<file path="src/rtl/tlp_tx_arbiter.sv">
// -----------------------------------------------------------------------------
// tlp_tx_arbiter
//
// Shares the single PCIe AXI4-Stream TX interface between two 64-bit TLP
// sources: port 0 (PIO completer) and port 1 (NUMA requester). A packet, once
// granted, owns the output until its tlast beat is accepted. Ties are broken by
// a round-robin pointer. One registered output stage sits in front of the
// core. The block also runs the cfg_to_turnoff / cfg_turnoff_ok handshake.
//
// Ports
//   user_clk, sys_rst_n       clock (250 MHz), synchronous active-low reset
//   user_lnk_up               link up; no new grant while low
//   in{0,1}_t{data,keep,last,valid} / in{0,1}_tready
//                             source TLP streams (64-bit data, 8-bit keep)
//   s_axis_tx_t{data,keep,last,valid} / s_axis_tx_tready
//                             registered stream to the PCIe core
//   tx_src_dsc                tied low (this block never discontinues a TLP)
//   cfg_to_turnoff            core asks for turnoff; blocks new grants
//   cfg_turnoff_ok            registered "nothing in flight" acknowledge
//   pkt_cnt0, pkt_cnt1        wrapping count of TLPs forwarded per port
// -----------------------------------------------------------------------------
module tlp_tx_arbiter (
    input  logic        user_clk,
    input  logic        sys_rst_n,
    input  logic        user_lnk_up,

    input  logic [63:0] in0_tdata,
    input  logic [7:0]  in0_tkeep,
    input  logic        in0_tlast,
    input  logic        in0_tvalid,
    output logic        in0_tready,

    input  logic [63:0] in1_tdata,
    input  logic [7:0]  in1_tkeep,
    input  logic        in1_tlast,
    input  logic        in1_tvalid,
    output logic        in1_tready,

    output logic [63:0] s_axis_tx_tdata,
    output logic [7:0]  s_axis_tx_tkeep,
    output logic        s_axis_tx_tlast,
    output logic        s_axis_tx_tvalid,
    input  logic        s_axis_tx_tready,
    output logic        tx_src_dsc,

    input  logic        cfg_to_turnoff,
    output logic        cfg_turnoff_ok,

    output logic [15:0] pkt_cnt0,
    output logic [15:0] pkt_cnt1
);

    typedef struct packed {
        logic       last;
        logic [7:0] keep;
        logic [63:0] data;
    } beat_t;

    localparam logic [1:0] ST_IDLE   = 2'd0;
    localparam logic [1:0] ST_GRANT0 = 2'd1;
    localparam logic [1:0] ST_GRANT1 = 2'd2;

    // Source ports gathered into packed arrays so the datapath is indexed by
    // the granted port number rather than duplicated per port.
    beat_t [1:0] in_beat;
    logic  [1:0] in_valid;
    logic  [1:0] in_ready;
    logic  [1:0] in_acc;

    assign in_beat[0] = {in0_tlast, in0_tkeep, in0_tdata};
    assign in_beat[1] = {in1_tlast, in1_tkeep, in1_tdata};
    assign in_valid   = {in1_tvalid, in0_tvalid};

    // State
    logic [1:0]  state_q,    state_d;
    logic        rr_q,       rr_d;
    logic        out_vld_q,  out_vld_d;
    beat_t       out_beat_q, out_beat_d;
    logic        ok_q,       ok_d;
    logic [15:0] pkt_cnt0_q, pkt_cnt0_d;
    logic [15:0] pkt_cnt1_q, pkt_cnt1_d;

    // Datapath helpers
    logic gsel;      // port currently granted (meaningful in GRANTk only)
    logic can_load;  // output register can take a beat this cycle
    logic accept;    // a beat is transferred from the granted source
    logic acc_last;  // ... and it is the last beat of the TLP
    logic win;       // arbitration winner in IDLE

    always_comb begin
        gsel     = (state_q == ST_GRANT1);
        // Ready is combinational from s_axis_tx_tready so a stalled output
        // drops upstream ready in the same cycle without losing a beat.
        can_load = !out_vld_q || s_axis_tx_tready;

        in_ready = 2'b00;
        if (state_q == ST_GRANT0) in_ready[0] = can_load;
        if (state_q == ST_GRANT1) in_ready[1] = can_load;

        in_acc   = in_valid & in_ready;
        accept   = |in_acc;
        acc_last = accept && in_beat[gsel].last;
    end

    // Arbitration FSM
    always_comb begin
        state_d = state_q;
        rr_d    = rr_q;
        win     = 1'b0;
        case (state_q)
            ST_IDLE: begin
                // Turnoff and link-down only gate new grants; a packet in
                // progress always runs to its tlast.
                if (user_lnk_up && !cfg_to_turnoff && (|in_valid)) begin
                    win     = (&in_valid) ? rr_q : in_valid[1];
                    state_d = win ? ST_GRANT1 : ST_GRANT0;
                    rr_d    = ~win;
                end
            end
            ST_GRANT0, ST_GRANT1: begin
                if (acc_last) state_d = ST_IDLE;
            end
            default: state_d = ST_IDLE;
        endcase
    end

    // Output register: load on accept, drop when the core takes the beat and
    // nothing replaces it, otherwise hold.
    always_comb begin
        out_vld_d  = out_vld_q;
        out_beat_d = out_beat_q;
        if (accept) begin
            out_beat_d = in_beat[gsel];
            out_vld_d  = 1'b1;
        end else if (s_axis_tx_tready) begin
            out_vld_d  = 1'b0;
        end
    end

    // Per-port packet counters, bumped on the tlast accept edge.
    always_comb begin
        pkt_cnt0_d = pkt_cnt0_q;
        pkt_cnt1_d = pkt_cnt1_q;
        if (acc_last && !gsel) pkt_cnt0_d = pkt_cnt0_q + 16'd1;
        if (acc_last &&  gsel) pkt_cnt1_d = pkt_cnt1_q + 16'd1;
    end

    // Turnoff acknowledge: only once the FSM is idle and the output register
    // has drained is nothing left in flight toward the core.
    always_comb begin
        ok_d = ok_q;
        if (!cfg_to_turnoff)
            ok_d = 1'b0;
        else if (state_q == ST_IDLE && !out_vld_q)
            ok_d = 1'b1;
    end

    always_ff @(posedge user_clk) begin
        if (!sys_rst_n) begin
            state_q    <= ST_IDLE;
            rr_q       <= 1'b0;
            out_vld_q  <= 1'b0;
            out_beat_q <= '0;
            ok_q       <= 1'b0;
            pkt_cnt0_q <= 16'd0;
            pkt_cnt1_q <= 16'd0;
        end else begin
            state_q    <= state_d;
            rr_q       <= rr_d;
            out_vld_q  <= out_vld_d;
            out_beat_q <= out_beat_d;
            ok_q       <= ok_d;
            pkt_cnt0_q <= pkt_cnt0_d;
            pkt_cnt1_q <= pkt_cnt1_d;
        end
    end

    assign in0_tready       = in_ready[0];
    assign in1_tready       = in_ready[1];
    assign s_axis_tx_tdata  = out_beat_q.data;
    assign s_axis_tx_tkeep  = out_beat_q.keep;
    assign s_axis_tx_tlast  = out_beat_q.last;
    assign s_axis_tx_tvalid = out_vld_q;
    assign tx_src_dsc       = 1'b0;
    assign cfg_turnoff_ok   = ok_q;
    assign pkt_cnt0         = pkt_cnt0_q;
    assign pkt_cnt1         = pkt_cnt1_q;

endmodule
</file>
<file path="config.mk">
export PLATFORM = sky130hd
export DESIGN_NAME = tlp_tx_arbiter
export DESIGN_NICKNAME = d
export VERILOG_FILES = /design/src/rtl/tlp_tx_arbiter.sv
export SDC_FILE = /design/constraint.sdc
export NUM_CORES = 1
export LEC_CHECK = 0
export CORE_MARGIN = 2
export CORE_UTILIZATION = 35
export CTS_CLUSTER_SIZE = 24
export DETAILED_ROUTE_END_ITERATION = 7
export PLACE_DENSITY_LB_ADDON = 0.3
export SYNTH_ARGS = -nofsm -noshare
export SYNTH_HDL_FRONTEND = slang
export SYNTH_SLANG_ARGS = --single-unit
</file>
<file path="constraint.sdc">
create_clock -name user_clk -period 5.4 [get_ports user_clk]
set_input_delay 0.81 -clock user_clk [delete_from_list [all_inputs] [get_ports user_clk]]
set_output_delay 0.81 -clock user_clk [all_outputs]
set_load 0.05 [all_outputs]
</file>
==> results of run 1 <==
==> sequential cells by signal (all words and copies together), names as in the netlist <==
name / flops
state_q: 2
s_axis_tx_tvalid: 1
cfg_turnoff_ok: 1
s_axis_tx_tkeep: 8
s_axis_tx_tdata: 64
rr_q: 1
pkt_cnt0: 16
s_axis_tx_tlast: 1
pkt_cnt1: 16
==> cell families after synthesis <==
logic type / after synthesis
xor gates and xnor gates: 6
other: 1
and+or+nand+nor: 163
buffers and inverters: 54
muxes: 79
adders and majority gates: 5
DFF: 110
AOI/OAI and AO/OA: 125
==> final cells by class <==
| cell class | instances | area share, % |
|---|---|---|
| Tap cell | 180 | 2.816 |
| Sequential cell | 110 | 27.53 |
| Clock inverter | 3 | 0.2347 |
| Clock buffer | 12 | 3.332 |
| Timing Repair Buffer | 264 | 33.10 |
| Inverter | 10 | 0.4850 |
| Multi-Input combinational cell | 379 | 32.49 |
==> critical path: stages <==
cell,delay [ns]
clkdlybuf4s50_1,0.51
nand2b_1,0.20
and2_1,0.15
clkdlybuf4s50_1,0.83
==> per-layer routing <==
metal / wire, um / global-route usage (%) / up-vias / part of all wire [%]
li1: - / - / 2455 / -
met1: 6165 / 22.21 / 2275 / 41
met2: 7664 / 33.28 / 169 / 51
met3: 978 / 4.520 / 23 / 6.5
met4: 307 / 6.818 / 0 / 2.0
met5: 0 / 0 / - / 0
==> cell usage after synthesis (3+ instances only) <==
cell type / instances
or3_1: 6
o31ai_1: 14
xnor2_1: 4
nand4_1: 9
o21ai_0: 7
nor2_1: 85
nand3_1: 6
buf_2: 5
and2_1: 4
and4_1: 3
inv_1: 9
ha_1: 5
a21oi_1: 22
buf_1: 8
mux2i_1: 79
dfxtp_1: 110
a211oi_1: 73
and3_1: 4
nand2_1: 16
nand2b_1: 7
clkbuf_1: 29
or4_1: 15
nor4_1: 3
==> power breakdown <==
part	internal (mW)	total [mW]	switching (mW)
sequential	0.845	0.864	0.0190
clock	0.348	0.637	0.289
combinational	0.203	0.439	0.236
==> worst paths after layout <==
path	from	end	slack, ns	cells past startpoint
worst max-delay path	s_axis_tx_tready	in1_tready	2.09	4
worst min-delay path	pkt_cnt1[15]$_SDFFE_PN0P_	pkt_cnt1[15]$_SDFFE_PN0P_	0.49	2
worst max register to register	state_q[0]$_SDFFE_PN0P_	s_axis_tx_tdata[5]$_SDFFE_PN0P_	2.30	7
worst min register to register	pkt_cnt1[15]$_SDFFE_PN0P_	pkt_cnt1[15]$_SDFFE_PN0P_	0.49	2
==> stage by stage <==
step / hold WS [ns] / util, % / instances / setup WS [ns] / instance area [um^2]
floorplan: 0.4662 / - / 543 / 2.776 / 5001
global placement: 0.4596 / 55.35 / 943 / 2.052 / 7712
detailed placement: 0.4807 / 55.35 / 943 / 1.911 / 7712
CTS: 0.4903 / 57.39 / 958 / 2.073 / 7998
global route: 0.5142 / 57.39 / 958 / 1.934 / 7998
finish: 0.4890 / 57.39 / 958 / 2.088 / 7998
==> results.cfg, run 1 <==
[yosys]
ys_warn_count = 0
synth_compound_area_share_pct = 17.59
synth_top_family_by_area = compound AO/OA/AOI/OAI gates
synth_flop_cell = dfxtp_1
synth_top_area_share_pct = 44.03
synth_mux_area_share_pct = 15.81
synth_edf_count = 0
synthDistinctLibCells = 39
yosys.area_share.simple_pct = 15.79
ys_seq_elements = 110
synth_area_leaders = dfxtp_1, mux2i_1, a211oi_1, nor2_1, or4_1
postSynthCellCount = 543
synth_nets = 701
syn-cell-area_um2 = 5001
synth-seq-area-share_pct = 44.03
synth_fa_ha_area_share_pct = 1.251
syn_area_per_cell_um2 = 9.210
synthXorXnorAreaFrac_pct = 1.051
yosysTopAreaCell = dfxtp_1
ys_async_sr_fraction_pct = 0

[min_path]
timing.hold.worst.class = reg -> reg

[grt]
grt_pass1_vias = 4643
grt_pass1_wl_um = 22600
grt_usage_pct = 18.89
grt-ovfl-total = 0
grt_max_degree = 91
grt_antenna_before_repair = 0

[cells_and_area]
fill_cells = 1194
diodes = 0
drive_above_1_share_pct = 2.956
finalNetCount = 932
final_common_cell = clkdlybuf4s50_1
final_cell_mix = clkdlybuf4s50_1, dfxtp_1, nor2_1, mux2i_1, a211oi_1
syn_to_final_growth_pct = 59.92
multi_input_area_um2 = 2599
regArea_um2 = 2202

[critical_path]
critPathKind = in -> out
worstPathMaxFanout = 4
worstSetupEndpointType = output pin
crit_arrival_ns = 2.50
start_kind = input port
required_ns = 4.59

[clock_network]
cts-htree-levels = 3
clockBufferDepth = 2
numCtsBuffers = 9
cts_root_buf = clkbuf_16
post_cts_buffers = 0
postCtsResizedCells = 0
clk-insertion-delay-late_ns = 0.35
hold_buffers = 0
clkTransAtPathRegs_ns = 0.07
cts_tree = built
clock-sinks = 110

[placement]
place_congestion = 0.8072
dp_hpwl_um = 11570
numPortBuffers = 261

[timing]
maxSlewHeadroom_pct = 21.79
setup_viol = 0
clock_skew_ns = 0.006759
fmax_ghz = 0.3019
min_period_over_period_pct = 61.34
slew_violations = 0
tightest_slew_ns = 1.170
rsz0062_at_grt = false
min_period_ns = 3.312
finalHoldViolations = 0
fin_tns_setup_ns = 0

[die]
core_um2 = 13930
io_pins = 263
die_w_um = 123.5
fp-row-count = 43
dieArea_um2 = 15260
die_h_um = 123.5
start_util_pct = 35.89

[routing]
route.detailed.drc = 0
vias_per_cell = 5.138
ant_nets = 0
drtIter0Drc = 285
via_count = 4922
dr.pass1.iters = 4
routed_wl_um = 15120
wl_per_cell_um = 15.78

[run_status]
outcome = finished clean

[pwr]
p_per_area_nw_per_um2 = 242.5
power_mw = 1.940
ir_drop_uv = 139.7
power.leakage_nw = 2.540

[run]
maxCapViolCount = 0
(Power assumes the default switching activity.)
==> run 2, diff against run 1 <==
==> constraint.sdc (replaced) <==
create_clock -name user_clk -period 2.8 [get_ports user_clk]
set_input_delay 0.42 -clock user_clk [delete_from_list [all_inputs] [get_ports user_clk]]
set_output_delay 0.42 -clock user_clk [all_outputs]
set_load 0.05 [all_outputs]
==> run 2 against run 1 <==
Power rose by 94%. Die area did not move. Sequential share of layout area fell by 0.18 points. Cell area rose by 0.67%. Critical path depth rose by 1. Flip-flop and latch count did not move. Non-clock buffer count rose by 5. Clock skew rose by 0.00080 ns. Register-to-register slack got worse by 1.8 ns. Critical path type is now in -> reg. Largest power group unchanged. Highest routed layer unchanged.
==> results.cfg, run 2 (synthesized netlist as in run 1, its figures left out) <==
[routing]
route.detailed.drc = 0
via_count = 4890
ant_nets = 0
drtIter0Drc = 199
wl_per_cell_um = 15.87
vias_per_cell = 5.073
dr.pass1.iters = 4
routed_wl_um = 15300

[placement]
dp_hpwl_um = 11830
place_congestion = 0.7827
place_area_um2 = 7757
numPortBuffers = 261

[clock_network]
post_cts_buffers = 0
clk-insertion-delay-late_ns = 0.35
postCtsResizedCells = 0
clockBufferDepth = 2
clock-sinks = 110
clkTransAtPathRegs_ns = 0.07
cts_tree = built
cts-htree-levels = 3
numCtsBuffers = 9
hold_buffers = 0
cts_root_buf = clkbuf_16

[timing]
finalHoldViolations = 0
tightest_slew_ns = 0.7156
fin_tns_setup_ns = 0
min_period_ns = 2.294
maxSlewHeadroom_pct = 52.19
setup_viol = 0
clock_skew_ns = 0.007562
slew_violations = 0
min_period_over_period_pct = 81.94
worst_hold_slack_ns = 0.4928
rsz0062_at_grt = false
fmax_ghz = 0.4359

[critical_path]
cp_top_family = simple AND/OR/NAND/NOR gates
worstPathMaxFanout = 10
start_kind = input port
worstSetupEndpointType = flip-flop
crit_arrival_ns = 2.58
critPathBufInv = 1
crit_chain = clkdlybuf4s50_1 -> a22oi_2 -> or4_1 -> or4_1 -> a21oi_1
critPathKind = in -> reg
critPathMaxStageDelay_ns = 0.70
critPathMostFrequentCell = or4_1
slowest_stage = or4_1
required_ns = 3.09

[die]
dieArea_um2 = 15260
die_w_um = 123.5
core_um2 = 13930
fp-row-count = 43
start_util_pct = 35.89
io_pins = 263
die_h_um = 123.5

[cells_and_area]
drive_above_1_share_pct = 3.954
final_common_cell = clkdlybuf4s50_1
diodes = 0
final_cell_mix = clkdlybuf4s50_1, dfxtp_1, nor2_1, mux2i_1, a211oi_1
multi_input_area_um2 = 2599
finalNetCount = 937
largest_reg_flops = 64
final_cell_area_um2 = 8051
fill_cells = 1240
syn_to_final_growth_pct = 61.00
regArea_um2 = 2202

[grt]
grt_pass1_vias = 4505
grt_usage_pct = 19.21
grt_max_degree = 91
grt_pass1_wl_um = 22710
grt-ovfl-total = 0
grt_antenna_before_repair = 0

[pwr]
ir_drop_uv = 268.1
p_per_area_nw_per_um2 = 467.5
power.leakage_nw = 2.573

[run]
maxCapViolCount = 0

[min_path]
timing.hold.worst.class = reg -> reg

[run_status]
outcome = finished clean
run 2: worst paths after layout:
kind / startpoint / to / slack [ns] / depth (start not counted)
worst min-delay path: cfg_turnoff_ok$_SDFFE_PN0P_ / cfg_turnoff_ok$_SDFFE_PN0P_ / 0.49 / 2
worst min register to register: cfg_turnoff_ok$_SDFFE_PN0P_ / cfg_turnoff_ok$_SDFFE_PN0P_ / 0.49 / 2
worst max register to register: state_q[1]$_SDFFE_PN0P_ / pkt_cnt1[12]$_SDFFE_PN0P_ / 0.54 / 6
worst max-delay path: in0_tvalid / pkt_cnt1[12]$_SDFFE_PN0P_ / 0.51 / 5
run 2: where the power goes:
group          switching (mW)  internal [mW]  total (mW)
Combinational           0.457          0.395       0.852
Sequential             0.0356           1.63        1.66
Clock                   0.586          0.662        1.25
Total                    1.08           2.69        3.76
run 2: metal layers:
layer	vias to the layer above	global-route usage [%]	part of all wire (%)	wire (um)
li1	2465	-	-	-
met5	-	0	0	0
met4	0	7.528	2.8	426
met3	28	5.720	7.1	1086
met1	2210	22.69	40	6046
met2	187	32.59	51	7739
run 2: worst reg2reg max path, stage by stage (launching register included):
cell	delay (ns)
dfxtp_1	0.35
inv_1	0.09
ha_1	0.20
a22oi_2	0.15
or4_1	0.70
or4_1	0.56
a21oi_1	0.15
run 2: area by class of cell:
class                           count  area share (%)
Clock buffer                       11           3.139
Clock inverter                      5          0.5128
Inverter                           10          0.4817
Multi-Input combinational cell    379           32.28
Sequential cell                   110           27.35
Tap cell                          180           2.797
Timing Repair Buffer              269           33.44
run 2: through the flow:
stage	setup WS [ns]	cells	utilization [%]	power (mW)
3_5_place_dp	0.1509	948	55.67	2.558
4_1_cts	0.5255	964	57.78	3.815
3_3_place_gp	0.2144	948	55.67	2.543
2_1_floorplan	0.5111	543	-	2.146
6_report	0.5057	964	57.78	3.764
5_1_grt	0.3908	964	57.78	3.925
==> run 3, diff against run 2 <==
==> constraint.sdc (replaced) <==
create_clock -name user_clk -period 2.2 [get_ports user_clk]
set_input_delay 0.33 -clock user_clk [delete_from_list [all_inputs] [get_ports user_clk]]
set_output_delay 0.33 -clock user_clk [all_outputs]
set_load 0.05 [all_outputs]
==> run 3 against run 2 <==
Core utilization rose by 1.6 points. Clock power rose by 35%. Via count rose by 0.96%. Die area did not move. Critical endpoint is now pkt_cnt0[8]$_SDFFE_PN0P_. Largest power group unchanged. Highest routed layer unchanged.
==> results.cfg, run 3 (synthesized netlist as in run 1, its figures left out) <==
[run_status]
outcome = finished clean

[die]
die_h_um = 123.5
io_pins = 263
dieArea_um2 = 15260
core_um2 = 13930
start_util_pct = 35.89
fp-row-count = 43
die_w_um = 123.5

[placement]
dp_hpwl_um = 11880
place_inst = 957
pre_cts_ws_ns = -0.1808
numPortBuffers = 261
place_congestion = 0.7890

[routing]
route.detailed.drc = 0
dr.pass1.iters = 4
vias_per_cell = 5.048
via_count = 4937
drtIter0Drc = 257
routed_wl_um = 15700
ant_nets = 0
wl_per_cell_um = 16.05

[cells_and_area]
fin_util_pct = 59.36
fill_cells = 1187
final_cell_mix = clkdlybuf4s50_1, dfxtp_1, nor2_1, mux2i_1, a211oi_1
largest_reg_flops = 64
drive_above_1_share_pct = 7.143
diodes = 0
stdcell_count = 978
syn_to_final_growth_pct = 65.40
finalNetCount = 951
final_common_cell = clkdlybuf4s50_1

[min_path]
min_path_cells = 2
hold_path_startpoint = pkt_cnt1[15]$_SDFFE_PN0P_
hold_path_end = pkt_cnt1[15]$_SDFFE_PN0P_
timing.hold.worst.class = reg -> reg

[clock_network]
hold_buffers = 0
clock-sinks = 110
cts_root_buf = clkbuf_16
cts_tree = built
clockBufferDepth = 2
cts-htree-levels = 3
clk-insertion-delay-late_ns = 0.35
numCtsBuffers = 9
clkTransAtPathRegs_ns = 0.07

[critical_path]
rr_worst_depth = 8
timing.rr.end = pkt_cnt0[8]$_SDFFE_PN0P_
start_kind = flip-flop
r2r-start = state_q[0]$_SDFFE_PN0P_
worstSetupEndpointType = flip-flop
crit_chain = inv_2 -> ha_4 -> nand2b_4 -> or4_4 -> clkbuf_4 -> buf_4 -> o31ai_1 -> a21oi_2
timing.reg2reg.setup_slack_ns = 0.06
required_ns = 2.43
critPathKind = reg -> reg
critPathMaxStageDelay_ns = 0.53
worstPathMaxFanout = 7
crit_arrival_ns = 2.38
slowest_stage = or4_4
cp_top_family = simple AND/OR/NAND/NOR gates
critPathBufInv = 3

[timing]
maxSlewHeadroom_pct = 59.37
worst_slack_ns = 0.05688
finalHoldViolations = 0
slew_violations = 0
min_period_ns = 2.143
tightest_slew_ns = 0.6076
fmax_ghz = 0.4666
rsz0062_at_grt = false
fin_tns_setup_ns = 0
min_period_over_period_pct = 97.41
worst_hold_slack_ns = 0.4967
setup_viol = 0
clock_skew_ns = 0.008185

[pwr]
ir_drop_uv = 372.8
p_per_area_nw_per_um2 = 594.5
power.leakage_nw = 2.666

[grt]
grt-ovfl-total = 0
grt_antenna_before_repair = 0
grt_busiest_layer = met2
grt_pass1_vias = 4692
grt_use_met2_pct = 34.38
grt_use_met1_pct = 23.37
use_met3_pct = 5.028
grt_pass1_wl_um = 23510
grt_usage_pct = 19.96
grt_max_degree = 147

[run]
maxCapViolCount = 0
[run 3: changes by cell type in the layout (fill, tap and decap cells not counted), sizes merged]
cell,change
buf,+13
clkbuf,+1
inv,-1
bufinv,+1
[run 3: layer usage]
layer  vias up  routed length [um]
met2       175                7896
met3        31                1050
met5         -                   0
met1      2236                6274
li1       2495                   -
met4         0                 476
[run 3: where the power goes]
group,switching (mW),internal [mW],total (mW)
registers,0.0463,2.07,2.12
clock network,0.746,0.946,1.69
logic,0.589,0.517,1.11
total,1.38,3.54,4.92
[run 3: layout make-up]
class                   instances  area (um^2)  share of cell area [%]
inverters                      10        38.79                  0.4689
clock buffers                  11        252.7                   3.056
clock inverters                 5        56.30                  0.6807
well taps                     180        225.2                   2.723
flip-flops and latches        110         2208                   26.70
repair buffers                283         2848                   34.43
multi-input cells             379         2643                   31.95
[run 3: how the worst max path moves through the flow]
stage / start / to / cells past startpoint
after floorplan: state_q[0]$_SDFFE_PN0P_ / pkt_cnt0[13]$_SDFFE_PN0P_ / 8
after global placement: in0_tvalid / pkt_cnt0[11]$_SDFFE_PN0P_ / 5
after detailed placement: in1_tvalid / pkt_cnt0[12]$_SDFFE_PN0P_ / 5
after CTS: state_q[0]$_SDFFE_PN0P_ / pkt_cnt0[12]$_SDFFE_PN0P_ / 6
after global routing: state_q[0]$_SDFFE_PN0P_ / pkt_cnt0[13]$_SDFFE_PN0P_ / 7
final: state_q[0]$_SDFFE_PN0P_ / pkt_cnt0[8]$_SDFFE_PN0P_ / 8
[run 3: stage by stage]
step | total power, mW | cell area, um^2
final | 4.917 | 8272
after global routing | 5.123 | 8272
after CTS | 4.958 | 8177
after detailed placement | 3.272 | 7853
after global placement | 3.253 | 7853
after floorplan | 2.731 | 5004
[run 3: what timing repair did]
action,in CTS,in global routing
endpoints found under the setup margin,15,24
setup buffers,0,5
gates resized for setup,4,12
pin swaps,1,4
[run 3: tightest hold or removal path, cell delays in order, from the launching register on]
cell	delay, ns
dfxtp_1	0.32
o31ai_1	0.07
a21oi_1	0.06
